### src/rtl/morse_link_pkg.sv
// Shared definitions for the serial link transmitter and its companion
// 8-bit receive shift register: FSM states and receiver select encodings.
package morse_link_pkg;

  typedef enum logic [1:0] {
    IDLE  = 2'b00,
    CLEAR = 2'b01,
    DATA  = 2'b10,
    DONE  = 2'b11
  } tx_state_e;

  localparam logic [1:0] SEL_CLEAR = 2'b00;
  localparam logic [1:0] SEL_HOLD  = 2'b01;
  localparam logic [1:0] SEL_SHR   = 2'b10;
  localparam logic [1:0] SEL_SHL   = 2'b11;

endpackage

### src/rtl/bit_period_counter.sv
// Modulo-C cycle counter that times one serial bit period.
// 'last' flags the terminal count, i.e. the final cycle of the period.
module bit_period_counter #(
  parameter int unsigned C = 4
) (
  input  logic CLK,
  input  logic RST,
  input  logic en,
  input  logic clr,
  output logic last
);

  localparam int unsigned W = (C > 1) ? $clog2(C) : 1;
  localparam logic [W-1:0] TERMINAL = W'(C - 1);

  logic [W-1:0] r_cnt;

  // Count 0..C-1 while enabled, wrap on the terminal count, clear on demand.
  // NOTE: state registers use non-blocking assignment so every flop samples
  // the pre-edge values; blocking here would create order-dependent races.
  always_ff @(posedge CLK or posedge RST) begin
    if (RST) begin
      r_cnt <= '0;
    end else if (clr) begin
      r_cnt <= '0;
    end else if (en) begin
      if (r_cnt == TERMINAL) r_cnt <= '0;
      else                   r_cnt <= r_cnt + W'(1);
    end
  end

  assign last = (r_cnt == TERMINAL);

endmodule

### src/rtl/serial_link_tx.sv
// Serial link transmitter: accepts a byte on a valid/ready handshake, sends it
// LSB-first with CLKS_PER_BIT cycles per bit, and drives the receiver's select
// lines (clear before the frame, shift strobe at the end of each bit period).
module serial_link_tx
  import morse_link_pkg::*;
#(
  parameter int unsigned DATA_W       = 8,
  parameter int unsigned CLKS_PER_BIT = 4
) (
  input  logic              CLK,
  input  logic              RST,
  input  logic [DATA_W-1:0] data_in,
  input  logic              load_valid,
  output logic              load_ready,
  output logic              serial_output,
  output logic [1:0]        rx_select,
  output logic              busy,
  output logic              done,
  output logic              parity_out
);

  localparam int unsigned BIT_W = (DATA_W > 1) ? $clog2(DATA_W) : 1;
  localparam logic [BIT_W-1:0] LAST_BIT = BIT_W'(DATA_W - 1);

  tx_state_e         r_state;
  logic [DATA_W-1:0] r_shift;
  logic [BIT_W-1:0]  r_bit_cnt;
  logic              r_parity;
  logic              w_in_data;
  logic              w_period_last;

  assign w_in_data = (r_state == DATA);

  // Period counter runs only in DATA and sits at zero everywhere else, so
  // every frame starts its first bit period from a clean count.
  bit_period_counter #(
    .C (CLKS_PER_BIT)
  ) u_period (
    .CLK  (CLK),
    .RST  (RST),
    .en   (w_in_data),
    .clr  (!w_in_data),
    .last (w_period_last)
  );

  // Frame sequencing: latch byte and parity on acceptance, shift once per
  // bit period, and leave DATA only after the final bit period completes.
  always_ff @(posedge CLK or posedge RST) begin
    if (RST) begin
      r_state   <= IDLE;
      r_shift   <= '0;
      r_bit_cnt <= '0;
      r_parity  <= 1'b0;
    end else begin
      case (r_state)
        IDLE: begin
          if (load_valid) begin
            r_shift  <= data_in;
            r_parity <= ^data_in;
            r_state  <= CLEAR;
          end
        end
        CLEAR: begin
          r_bit_cnt <= '0;
          r_state   <= DATA;
        end
        DATA: begin
          if (w_period_last) begin
            r_shift <= r_shift >> 1;
            if (r_bit_cnt == LAST_BIT) begin
              r_bit_cnt <= '0;
              r_state   <= DONE;
            end else begin
              r_bit_cnt <= r_bit_cnt + BIT_W'(1);
            end
          end
        end
        DONE:    r_state <= IDLE;
        default: r_state <= IDLE;
      endcase
    end
  end

  // Output decode from registered state only; nothing here sees data_in.
  // NOTE: every output gets a default before the case so no path through the
  // block leaves a signal unassigned, which would otherwise infer a latch.
  always_comb begin
    load_ready    = 1'b0;
    serial_output = 1'b0;
    rx_select     = SEL_HOLD;
    busy          = 1'b1;
    done          = 1'b0;
    case (r_state)
      IDLE: begin
        load_ready = 1'b1;
        busy       = 1'b0;
      end
      CLEAR: rx_select = SEL_CLEAR;
      DATA: begin
        serial_output = r_shift[0];
        if (w_period_last) rx_select = SEL_SHR;
      end
      DONE:    done = 1'b1;
      default: ;
    endcase
  end

  assign parity_out = r_parity;

endmodule

### config.mk
export PLATFORM = sky130hd
export DESIGN_NAME = serial_link_tx
export DESIGN_NICKNAME = d
export VERILOG_FILES = /design/src/rtl/morse_link_pkg.sv /design/src/rtl/bit_period_counter.sv /design/src/rtl/serial_link_tx.sv
export SDC_FILE = /design/constraint.sdc
export NUM_CORES = 1
export LEC_CHECK = 0
export BUFFER_PORTS_ARGS = -buffer_cell sky130_fd_sc_hd__clkbuf_2
export CAP_MARGIN = 20
export CORE_MARGIN = 10
export CORE_UTILIZATION = 60
export CTS_BUF_LIST = sky130_fd_sc_hd__clkbuf_4 sky130_fd_sc_hd__clkbuf_8
export DETAILED_ROUTE_END_ITERATION = 16
export PLACE_DENSITY_LB_ADDON = 0.3
export SYNTH_ARGS = -nofsm -noshare
export SYNTH_HDL_FRONTEND = slang
export SYNTH_SLANG_ARGS = --single-unit
### constraint.sdc
create_clock -name CLK -period 3.93 [get_ports CLK]
set_input_delay 0.1965 -clock CLK [delete_from_list [all_inputs] [get_ports CLK]]
set_output_delay 0.1965 -clock CLK [all_outputs]
set_load 0.01 [all_outputs]
# [After elaboration in Yosys (flattened, before gate mapping)]
# Index checks and enable logic that the tools add are counted.
[word_totals] elab_cells=41 out_inout_bits=7 ff_bits=16
[classes] n_eq_ne=8 addsub=2 muxes=18 reduce_logical=8
[op_table] op="$mux W8" count=2
[op_table] op="$pmux W8 S2" count=1
[op_table] op="$mux W2" count=6
[op_table] op="$pmux W2 S4" count=1
[op_table] op="$reduce_xor A8 Y1" count=1
[op_table] op="$eq A2 B2 Y1 const B" count=3
[op_table] op="$mux W3" count=2
[op_table] op="$ne A2 B2 Y1 const B" count=3
[op_table] op="$pmux W3 S2" count=1
[op_table] op="$reduce_and A3 Y1" count=2
[op_table] op="$mux W1" count=4
[op_table] op="$pmux W2 S2" count=1
[op_table] op="$reduce_and A2 Y1" count=2
[op_table] op="$reduce_bool A2 Y1" count=2
[op_table] op="$add A3 B1 Y3 const B" count=1
[op_table] op="$eq A3 B3 Y1 const B" count=1
[op_table] op="$add A2 B1 Y2 const B" count=1
[op_table] op="$eq A2 B1 Y1 const B" count=1
[op_table] op="$logic_not A2 Y1" count=1

# [Depth between registers and ports, before layout]
[depth] ltp_word=4 mapped_depth=8

# [Hierarchy]
# A second synthesis with hierarchy kept.
[hier_totals] hier_cells=91 area_unflattened_um2=991.0
[modules_own_cells] module="serial_link_tx" area_each_um2=887.1 instances=1 cells_per_inst=82
[modules_own_cells] module="bit_period_counter" area_each_um2=103.8 instances=1 cells_per_inst=9

# [Worst setup path after synthesis]
# OpenSTA, ideal clock, no wires.
[synth_timing] path_type="reg2reg" start="reg r_state[0]" end="reg r_shift[3]" t_arrival_ps=1521 slack_ps=2336 n_path_buf=2 path_stages_with_launch=9 required_time_ps=3857 path_cell_list="dfrtp_1 -> inv_1 -> ha_1 -> buf_6 -> nor2b_4 -> nor3_4 -> buf_6 -> nor2_1 -> a21oi_2"
[synth_via] elab_chain_len=3
[synth_lines] element="start: declaration" line_no="serial_link_tx.sv:25" text="tx_state_e r_state;"
[synth_lines] element="start signal: assignment" line_no="serial_link_tx.sv:50" text="r_state <= IDLE;"
[synth_lines] element="start signal: assignment" line_no="serial_link_tx.sv:60" text="r_state <= CLEAR;"
[synth_lines] element="start signal: assignment" line_no="serial_link_tx.sv:65" text="r_state <= DATA;"
[synth_lines] element="$eq A2 B2 Y1 / $logic_not A2 Y1 (equally long branches)" line_no="serial_link_tx.sv:55" text="case (r_state)"
[synth_lines] element="$ne A2 B2 Y1 (no source line) / $reduce_bool A2 Y1 (equally long branches)"
[synth_lines] element="$reduce_and A3 Y1 (no source line)"
[synth_lines] element="end signal: assignment" line_no="serial_link_tx.sv:58" text="r_shift <= data_in;"
[synth_lines] element="end signal: assignment" line_no="serial_link_tx.sv:69" text="r_shift <= r_shift >> 1;"
[synth_lines] element="end: declaration" line_no="serial_link_tx.sv:26" text="logic [DATA_W-1:0] r_shift;"
# Parallel ways exist; a longest one is shown, timed or not.
# A chain may end at the register's enable or synchronous reset.

# [Final worst setup path]
[layout_timing] start="reg r_state[0]" end="reg r_shift[1]"
# Same word-level chain as after synthesis.

==> results_dict.tcl <==
set metrics [dict create \
    seq_area_frac_synth_pct 43.6 \
    seqPwrFrac_pct 37.3 \
    fin_skew_ns 0.00395 \
    critPathLaunchType "flip-flop" \
    finalSetupTns_ns 0 \
    fmax_ghz 0.508 \
    ys_async_sr_fraction_pct 100 \
    maxCapViolCount 0 \
    hold_end "parity_out" \
    intPower_uw 432 \
    r2r_start "r_state[0]" \
    arrival_ns 2.17 \
    grt_pass1_vias 698 \
    synth.top_cells.by_area "dfrtp_1 (44%), ha_1 (12%), mux2i_1 (7.6%)" \
    synth_fp_nets 105 \
    switchingPower_uw 309 \
    clk_pin_slew_ns 0.09 \
    synth_cell_types 23 \
    viasPerCell 5.33 \
    p_leak_uw 0.000507 \
    syn_avg_cell_area_sq_um 10.8 \
    start_util_pct 62.4 \
    setup_violations 0 \
    gp_congestion 0.721 \
    synthCells 85 \
    finalCritPeriodShare_pct 50.1 \
    maxSlewHeadroom_pct 59.4 \
    hold_class "input port to flip-flop" \
    ir_drop_uv 387 \
    powerDensity_nw_per_um2 717 \
    status "completed" \
    netlist_area_sq_um 918 \
    post-place-ws_ns 1.98 \
    die_area_sq_um 3500 \
    yosysMostFrequentCell "dfrtp_1" \
    synth_common_cells "dfrtp_1 (16), ha_1 (9), inv_1 (8), nor2_1 (8)" \
    clk_latency_ns 0.28 \
    rows 14 \
    routed_wl_mm 1.70 \
    placeableCoreArea_sq_um 1470 \
    antenna_found_initial 0 \
    synth_top_cell_area_share_pct 43.6 \
    rsz0062_at_grt "false" \
    swShare_pct 41.7 \
    reg2reg_depth 6 \
    io-pin-count 18 \
    grt_pass1_wl_mm 2.82 \
    clock-root-buffer "clkbuf_4" \
    fin_crit_ns 1.97 \
    numPortBuffers 17 \
    r2r_end "r_shift[1]" \
    fin_nets 126 \
    cp-end-kind "flip-flop" \
    met2_length_um 842 \
    clkPwrFrac_pct 11.1 \
    r2r_slack_ns 1.96 \
    layout-drive-gt1-share_pct 23.1 \
    utilization_pct 70.2 \
    fp.dieW_um 59.1 \
    cp_max_fo 16 \
    synth_ff_type "dfrtp_1" \
    cts_sinks 16 \
    wl_per_cell_um 14.1 \
    hold_depth 2 \
    wl_met3_um 85 \
    ys_ff_latch 16 \
    top_layer "met4" \
    grt_max_degree 17 \
    synth_edf_count 0 \
    synth_top_cell_by_area "dfrtp_1" \
    ys_warn_count 0 \
    final_cells 120 \
    met1Wirelength_um 752 \
    gr-total-overflow 0 \
    grt_use_total_pct 10.2 \
    antennaDiodeCount 0 \
    hp-start "load_valid" \
    layout_setup_ws_ns 1.96 \
    drtIter0Drc 4 \
    path_class "flip-flop to flip-flop" \
    cts_tree "built" \
    detail-route-antenna-nets 0 \
    drc 0 \
    die_y_um 59.1 \
    numCtsBuffers 3 \
    final_hold_viol_count 0 \
    place_inst 116 \
    worstMarginPinSlew_ns 0.608 \
    slew_violations 0 \
    dp_hpwl_mm 1.34 \
    cp.required_ns 4.14 \
    htreeDepth 1 \
    dr.pass1.iters 4 \
    clock_path_buffers 2 \
    area_delta_synth_final_pct 12.5 \
    comb_power_share_pct 51.6 \
    num_vias 640 \
]
## kinds of logic (layout without fill, tap and decap cells)
group | count (synthesis) | after routing | share of synthesized area [%]
xor gates and xnor gates | 7 | 7 | 6.68
adders and majority gates | 9 | 9 | 12.3
DFF | 16 | 16 | 43.6
buffers and inverters | 10 | 29 | 5.72
muxes | 7 | 7 | 7.63
AOI/OAI and AO/OA | 18 | 18 | 13.1
and+or+nand+nor | 18 | 18 | 11.0
## worst max path at each step
stage	start	endpoint	cells past startpoint
after global placement	r_state[0]	r_shift[7]	6
after floorplan	r_state[0]	r_shift[3]	8
after detailed placement	r_state[0]	r_shift[7]	6
final	r_state[0]	r_shift[1]	6
after CTS	r_state[0]	r_shift[1]	6
after global routing	r_state[0]	r_shift[3]	6
## state kept, by name (all words and copies together) (netlist names)
| signal | cells |
|---|---|
| r_shift | 8 |
| r_state | 2 |
| parity_out | 1 |
| u_period.r_cnt | 2 |
| r_bit_cnt | 3 |
## metrics by stage
stage | hold slack, ns | instance area, sq um | power, uW
2_1_floorplan | 0.110 | 918 | 592
3_3_place_gp | 0.276 | 1000 | 646
3_5_place_dp | 0.284 | 1000 | 664
4_1_cts | 0.128 | 1030 | 750
5_1_grt | 0.138 | 1030 | 814
6_report | 0.136 | 1030 | 741
## worst max-delay path, cell delays in order, from the launching register on
cell and delay [ns]:
dfrtp_1 0.44, inv_1 0.13, ha_1 0.48, nor2_1 0.16
nor3_4 0.47, nor2_1 0.08, a21oi_1 0.14
## what timing repair did
item                                   in CTS  in global routing
hold buffers                                1                  0
resized for setup                           0                  0
setup buffers                               0                  0
endpoints found under the hold margin      16                  0
## power groups by stage
stage	combinational, uW	clock, uW	sequential, uW
after floorplan	323	0	269
final	382	82.1	277
after global placement	372	0	274
after detailed placement	385	0	279
after global routing	438	91.1	285
after CTS	387	86.8	276
## final cells by class
| cell class | instances | area, sq um |
|---|---|---|
| Timing Repair Buffer | 18 | 95.1 |
| Inverter | 8 | 30.0 |
| Multi-Input combinational cell | 59 | 465 |
| Clock buffer | 3 | 22.5 |
| Sequential cell | 16 | 400 |
| Fill cell | 123 | 438 |
| Tap cell | 16 | 20.0 |
## cells in the final DEF (no fill, tap or decap)
cell type | Yosys | routed
o31ai_1 | 1 | 1
a22o_1 | 1 | 1
nor2b_4 | 1 | 1
nand3_1 | 1 | 1
a21oi_1 | 7 | 7
o21ai_0 | 2 | 2
dlygate4sd3_1 | 0 | 1
and2_1 | 2 | 2
o32a_1 | 1 | 1
inv_1 | 8 | 8
ha_1 | 9 | 9
a32o_1 | 1 | 1
a31oi_1 | 1 | 1
mux2i_1 | 7 | 7
nor2b_1 | 2 | 2
nor2_1 | 8 | 8
nor3_4 | 1 | 1
clkbuf_2 | 0 | 17
dfrtp_1 | 16 | 16
clkbuf_4 | 0 | 3
a21oi_2 | 2 | 2
a211oi_1 | 1 | 1
nand2_1 | 3 | 3
a21boi_0 | 1 | 1
xnor2_1 | 7 | 7
## routing by layer
metal / vias to the layer above / track usage (%)
met2: 12 / 17.0
li1: 328 / -
met4: 0 / 5.57
met5: - / 0
met1: 298 / 11.3
met3: 2 / 3.00
Note: power is estimated with default switching activity, not from simulation.
